--- config.mk ---
export PLATFORM = sky130hd
export DESIGN_NAME = mul_div_unit
export DESIGN_NICKNAME = d
export VERILOG_FILES = /design/src/rtl/mul_div_pkg.sv /design/src/rtl/mul_div_signfix.sv /design/src/rtl/mul_div_unit.sv
export SDC_FILE = /design/constraint.sdc
export NUM_CORES = 1
export LEC_CHECK = 0
export ABC_AREA = 1
export CORE_ASPECT_RATIO = 0.6
export CORE_UTILIZATION = 54
export CTS_BUF_LIST = sky130_fd_sc_hd__clkbuf_8
export DETAILED_ROUTE_END_ITERATION = 6
export PLACE_DENSITY_LB_ADDON = 0.15
export SYNTH_ARGS = -nofsm -noshare
export SYNTH_HDL_FRONTEND = slang
export SYNTH_HIERARCHICAL = 1
export SYNTH_SLANG_ARGS = --single-unit
--- constraint.sdc ---
create_clock -name Clock -period 7.3 [get_ports Clock]
set_clock_uncertainty 0.05 [all_clocks]
set_input_delay 1.46 -clock Clock [delete_from_list [all_inputs] [get_ports Clock]]
set_output_delay 1.46 -clock Clock [all_outputs]
set_load 0.02 [all_outputs]
--- src/rtl/mul_div_pkg.sv ---
// Shared encodings for the iterative multiply/divide unit.
// Latency: n/a (types and constants only).
// Backpressure: n/a.
package mul_div_pkg;

  localparam int DEFAULT_WIDTH = 32;

  localparam logic OP_MUL = 1'b0;
  localparam logic OP_DIV = 1'b1;

  typedef enum logic [1:0] {
    ST_IDLE = 2'd0,
    ST_CALC = 2'd1,
    ST_DONE = 2'd2
  } state_t;

endpackage

--- src/rtl/mul_div_signfix.sv ---
// Conditional two's-complement negation, used for operand magnitude and result sign fixup.
// Latency: combinational.
// Backpressure: none.
module mul_div_signfix #(
  parameter int W = 32
) (
  input  logic [W-1:0] x,
  input  logic         neg,
  output logic [W-1:0] y
);

  assign y = neg ? (~x + W'(1)) : x;

endmodule

--- src/rtl/mul_div_unit.sv ---
// Iterative shift-add multiply / restoring divide; signed mode when MUL_DIV_SIGNED_EN is defined.
// Latency: Done strobes WIDTH+1 cycles after the Start edge; Result/DivZero held until next Done.
// Backpressure: none; Start is only sampled in IDLE and dropped otherwise.
module mul_div_unit
  import mul_div_pkg::*;
#(
  parameter int WIDTH = DEFAULT_WIDTH
) (
  input  logic               Clock,
  input  logic               Clear,
  input  logic               Start,
  input  logic               Op,
  input  logic               Signed,
  input  logic [WIDTH-1:0]   A,
  input  logic [WIDTH-1:0]   B,
  output logic               Busy,
  output logic               Done,
  output logic [2*WIDTH-1:0] Result,
  output logic               DivZero
);

  localparam int CW = $clog2(WIDTH) + 1;

  state_t             state, state_nxt;
  logic [CW-1:0]      cnt;
  logic               op_q;
  logic [WIDTH-1:0]   a_q;
  logic [WIDTH-1:0]   m_q;
  logic [2*WIDTH-1:0] p_q;
  logic               last;

  logic [WIDTH-1:0]   a_mag, b_mag;
  logic [WIDTH:0]     add_sum, shifted, sub_dif;
  logic [2*WIDTH-1:0] step_p, fix_p, fin_p;

  assign last = (cnt == CW'(WIDTH - 1));

  always_ff @(posedge Clock or posedge Clear) begin
    if (Clear) state <= ST_IDLE;
    else       state <= state_nxt;
  end

  always_comb begin
    state_nxt = state;
    case (state)
      ST_IDLE: if (Start) state_nxt = ST_CALC;
      ST_CALC: if (last)  state_nxt = ST_DONE;
      ST_DONE: state_nxt = ST_IDLE;
      default: state_nxt = ST_IDLE;
    endcase
  end

  always_comb begin
    Busy = (state == ST_CALC);
    Done = (state == ST_DONE);
  end

  // p_q holds {acc/remainder, multiplier/quotient}; m_q is multiplicand or divisor magnitude.
  always_comb begin
    add_sum = {1'b0, p_q[2*WIDTH-1:WIDTH]} + (p_q[0] ? {1'b0, m_q} : '0);
    shifted = p_q[2*WIDTH-1:WIDTH-1];
    sub_dif = shifted - {1'b0, m_q};
    if (op_q == OP_MUL)
      step_p = {add_sum, p_q[WIDTH-1:1]};
    else if (!sub_dif[WIDTH])
      step_p = {sub_dif[WIDTH-1:0], p_q[WIDTH-2:0], 1'b1};
    else
      step_p = {shifted[WIDTH-1:0], p_q[WIDTH-2:0], 1'b0};
  end

`ifdef MUL_DIV_SIGNED_EN
  logic               sa_in, sb_in, sa_q, sb_q;
  logic [2*WIDTH-1:0] prod_fix;
  logic [WIDTH-1:0]   quo_fix, rem_fix;

  assign sa_in = Signed & A[WIDTH-1];
  assign sb_in = Signed & B[WIDTH-1];

  mul_div_signfix #(.W(WIDTH))   u_abs_a   (.x(A), .neg(sa_in), .y(a_mag));
  mul_div_signfix #(.W(WIDTH))   u_abs_b   (.x(B), .neg(sb_in), .y(b_mag));
  mul_div_signfix #(.W(2*WIDTH)) u_fix_prd (.x(step_p), .neg(sa_q ^ sb_q), .y(prod_fix));
  mul_div_signfix #(.W(WIDTH))   u_fix_quo (.x(step_p[WIDTH-1:0]), .neg(sa_q ^ sb_q), .y(quo_fix));
  mul_div_signfix #(.W(WIDTH))   u_fix_rem (.x(step_p[2*WIDTH-1:WIDTH]), .neg(sa_q), .y(rem_fix));

  assign fix_p = (op_q == OP_MUL) ? prod_fix : {rem_fix, quo_fix};

  always_ff @(posedge Clock or posedge Clear) begin
    if (Clear) begin
      sa_q <= 1'b0;
      sb_q <= 1'b0;
    end else if (state == ST_IDLE && Start) begin
      sa_q <= sa_in;
      sb_q <= sb_in;
    end
  end
`else
  logic signed_unused;

  assign signed_unused = Signed;
  assign a_mag         = A;
  assign b_mag         = B;
  assign fix_p         = step_p;
`endif

  // Divide by zero bypasses the iteration result but still takes full latency.
  assign fin_p = (op_q == OP_DIV && m_q == '0) ? {a_q, {WIDTH{1'b1}}} : fix_p;

  always_ff @(posedge Clock or posedge Clear) begin
    if (Clear) begin
      cnt     <= '0;
      op_q    <= OP_MUL;
      a_q     <= '0;
      m_q     <= '0;
      p_q     <= '0;
      Result  <= '0;
      DivZero <= 1'b0;
    end else begin
      case (state)
        ST_IDLE: begin
          cnt <= '0;
          if (Start) begin
            op_q <= Op;
            a_q  <= A;
            m_q  <= b_mag;
            p_q  <= {{WIDTH{1'b0}}, a_mag};
          end
        end
        ST_CALC: begin
          p_q <= step_p;
          cnt <= cnt + CW'(1);
          if (last) begin
            Result  <= fin_p;
            DivZero <= (op_q == OP_DIV) && (m_q == '0);
          end
        end
        default: cnt <= '0;
      endcase
    end
  end

endmodule

==> flow_summary_export.csv <==
group,metric,value,unit
clock_network,cts_resized,0,
floorplan,rows,45,
drt,routedWlPerCell,16.9,um
sta,relSlewSlack,18.9,%
place,placed_cells,2598,
logic_synthesis,async_flop_share,100,%
final_layout,regArea,5060,um2
drt,vias_per_cell,5.41,
drt,num_vias,14331,
place,place_ws,3330,ps
sta,fmax,0.248,GHz
logic_synthesis,ys_types,37,
sta,rsz0062_at_grt,"no",
global_routing,gr-usage-all-layers,34.2,%
sta,worst_slack,3270,ps
logic_synthesis,synth_area_leader_cell,"dfrtp_1",
logic_synthesis,synth_top_area_share,36.2,%
logic_synthesis,yosys_warnings,6,
clock_network,cts_tree,"built",
flow_run,maxCapViolCount,0,
worst_setup_path,critical_path_peak_fanout,77,
sta,worst_pin_slew,1220,ps
worst_setup_path,crit_slowest_cell,"inv_1",
clock_network,cts.clk_slew.worst_paths,70,ps
clock_network,hold_buffers,0,
logic_synthesis,syn-cell-area,14000,um2
global_routing,antenna_found_initial,0,
place,dpl-instance-area,15500,um2
place,io_buffers,134,
drt,drt_iter0_drc,1633,
floorplan,ioPinCount,136,
drt,drt_wl_total,44800,um
global_routing,grt_overflow,0,
clock_network,clkLatencyLatePin,620,ps
final_layout,multi_input_area,7400,um2
outcome,outcome,"completed",
final_layout,finalNetCount,2438,
clock_network,clock_sinks,202,
floorplan,start_util,55.2,%
worst_hold_path,hold_class,"register to register",
final_layout,fin_area,16100,um2
final_layout,final_cell_count_no_fill,2649,
logic_synthesis,postSynthCellCount,2193,
worst_setup_path,max_stage_delay,770,ps
sta,drv_slew,0,
drt,drc_errors,0,
worst_setup_path,critPathKind,"register to register",
clock_network,ctsLongestPathBuffers,3,
logic_synthesis,syn_nets,2329,
logic_synthesis,ys_seq_area_share,36.2,%
final_layout,area_delta_synth_final,15.1,%
worst_setup_path,critPathLaunchType,"register",
logic_synthesis,syn_area_per_cell,6.37,um2
final_layout,drive_above_1_share,3.49,%
drt,first_pass_iters,6,
logic_synthesis,ys_ff_latch,202,
logic_synthesis,synth_edf_count,0,
sta,finalHoldViolCount,0,
floorplan,coreArea,25300,um2
drt,ant_nets,0,
logic_synthesis,yosys_most_used_dff,"dfrtp_1",
final_layout,final_cell_mix,"nand2_1 (995), inv_1 (334), dfrtp_1 (201)",
floorplan,dieArea,26600,um2
sta,setup_viol,0,
final_layout,final_common_cell,"nand2_1",
power_and_ir_drop,p_per_area,536,nW/um2
worst_setup_path,cp_cell_sequence,"buf_4 -> inv_2 -> nor4_1 -> nand3_1 -> nor3_1 -> nand2_1 -> nand2_2 -> inv_1 -> nand3_1 -> nand2_1",
sta,min_period,4030,ps
worst_setup_path,critPathCaptureType,"register",
clock_network,htreeDepth,1,
floorplan,die_h,127,um
logic_synthesis,synth.area.top_cells,"dfrtp_1 (36%), nand2_1 (27%), inv_1 (8.8%)",
place,gp_congestion,1.02,
global_routing,grt_pass1_wl,70900,um
place,dp_hpwl,33400,um
sta,fin_crit_sh,55.2,%
worst_setup_path,cp.arrival,4450,ps
power_and_ir_drop,vdd.ir_drop.worst,304,uV
clock_network,cts_root_buf,"clkbuf_8",
power_and_ir_drop,leakagePower,9.23,nW
floorplan,fp.dieW,210,um
global_routing,grt_max_degree,145,
clock_network,postCtsSetupRepairBufs,0,
worst_setup_path,crit_required,7720,ps
sta,fin_setup_tns,0,ps
final_layout,fillerInstances,2439,
clock_network,cts_buffers,31,
final_layout,fin_util,63.5,%
global_routing,grt_pass1_vias,12960,
final_layout,n_antenna_cell,0,
report_power, final:
part / switching, W / total, W / leakage (nW) / internal, W
clock: 0.000477 / 0.000932 / 0.329 / 0.000455
combinational: 0.00373 / 0.00561 / 6.32 / 0.00188
sequential: 0.000454 / 0.00208 / 2.58 / 0.00163
cell families (layout without fill, tap and decap cells):
family	Yosys count	count (layout)	share of synthesized area [%]
and+or+nand+nor	1318	1318	38.2
buffers and inverters	396	523	11.0
DFF	202	202	36.2
AOI/OAI and AO/OA	197	197	7.70
adders and majority gates	67	67	6.11
xor gates and xnor gates	13	13	0.815
layout make-up:
| type | count | area share (%) |
|---|---|---|
| multi-input cells | 1595 | 46.0 |
| flip-flops and latches | 202 | 31.4 |
| repair buffers | 142 | 8.71 |
| inverters | 330 | 7.75 |
| clock buffers | 37 | 3.17 |
| well taps | 329 | 2.56 |
| clock inverters | 14 | 0.412 |
Yosys cell counts, types with 9 or more instances:
| library cell | instances |
|---|---|
| nand2_1 | 995 |
| inv_1 | 327 |
| dfrtp_1 | 202 |
| nand3_1 | 146 |
| nor2_1 | 99 |
| o21ai_0 | 73 |
| a21oi_1 | 72 |
| ha_1 | 65 |
| clkbuf_1 | 41 |
| o22ai_1 | 32 |
| nor3_1 | 20 |
| nand4_1 | 15 |
| xor2_1 | 13 |
| buf_2 | 12 |
| nand3b_1 | 12 |
| nand2_2 | 9 |
worst max-delay path: cells and delay by family, from the launching register on:
kind                   cells  cell delay, ps
DFF                        1             350
buffers and inverters      3            1550
and+or+nand+nor            7            1870
final timing paths:
check | from | end | cells past startpoint | slack [ps]
max reg2reg | op_q | Result[42] | 10 | 3270
max | op_q | Result[42] | 10 | 3270
max in group asynchronous | Clear | Result[3] | 3 | 4430
min in group asynchronous | Clear | Result[6] | 2 | 1400
min | cnt[0] | cnt[0] | 1 | 420
min reg2reg | cnt[0] | cnt[0] | 1 | 420
registers in the layout (all words and copies together), names as in the netlist:
name and cells:
p_q 64, op_q 1, m_q 32, cnt 6
Result 64, DivZero 1, state 2, a_q 32
metrics by stage:
stage	hold slack [ps]	total power (W)
after global routing	450	0.00941
after detailed placement	410	0.00755
final	423	0.00863
after floorplan	383	0.00589
after CTS	420	0.00851
after global placement	396	0.00744
routing by layer:
metal  up-vias  share of wire, %  track usage [%]
met3        48                10             7.85
met5         -                 0                0
met2       624                40             47.8
met1      6663                48             53.5
met4         0               1.4             5.71
li1       6996                 -                -
No activity file was read; power rests on OpenSTA's default activity.
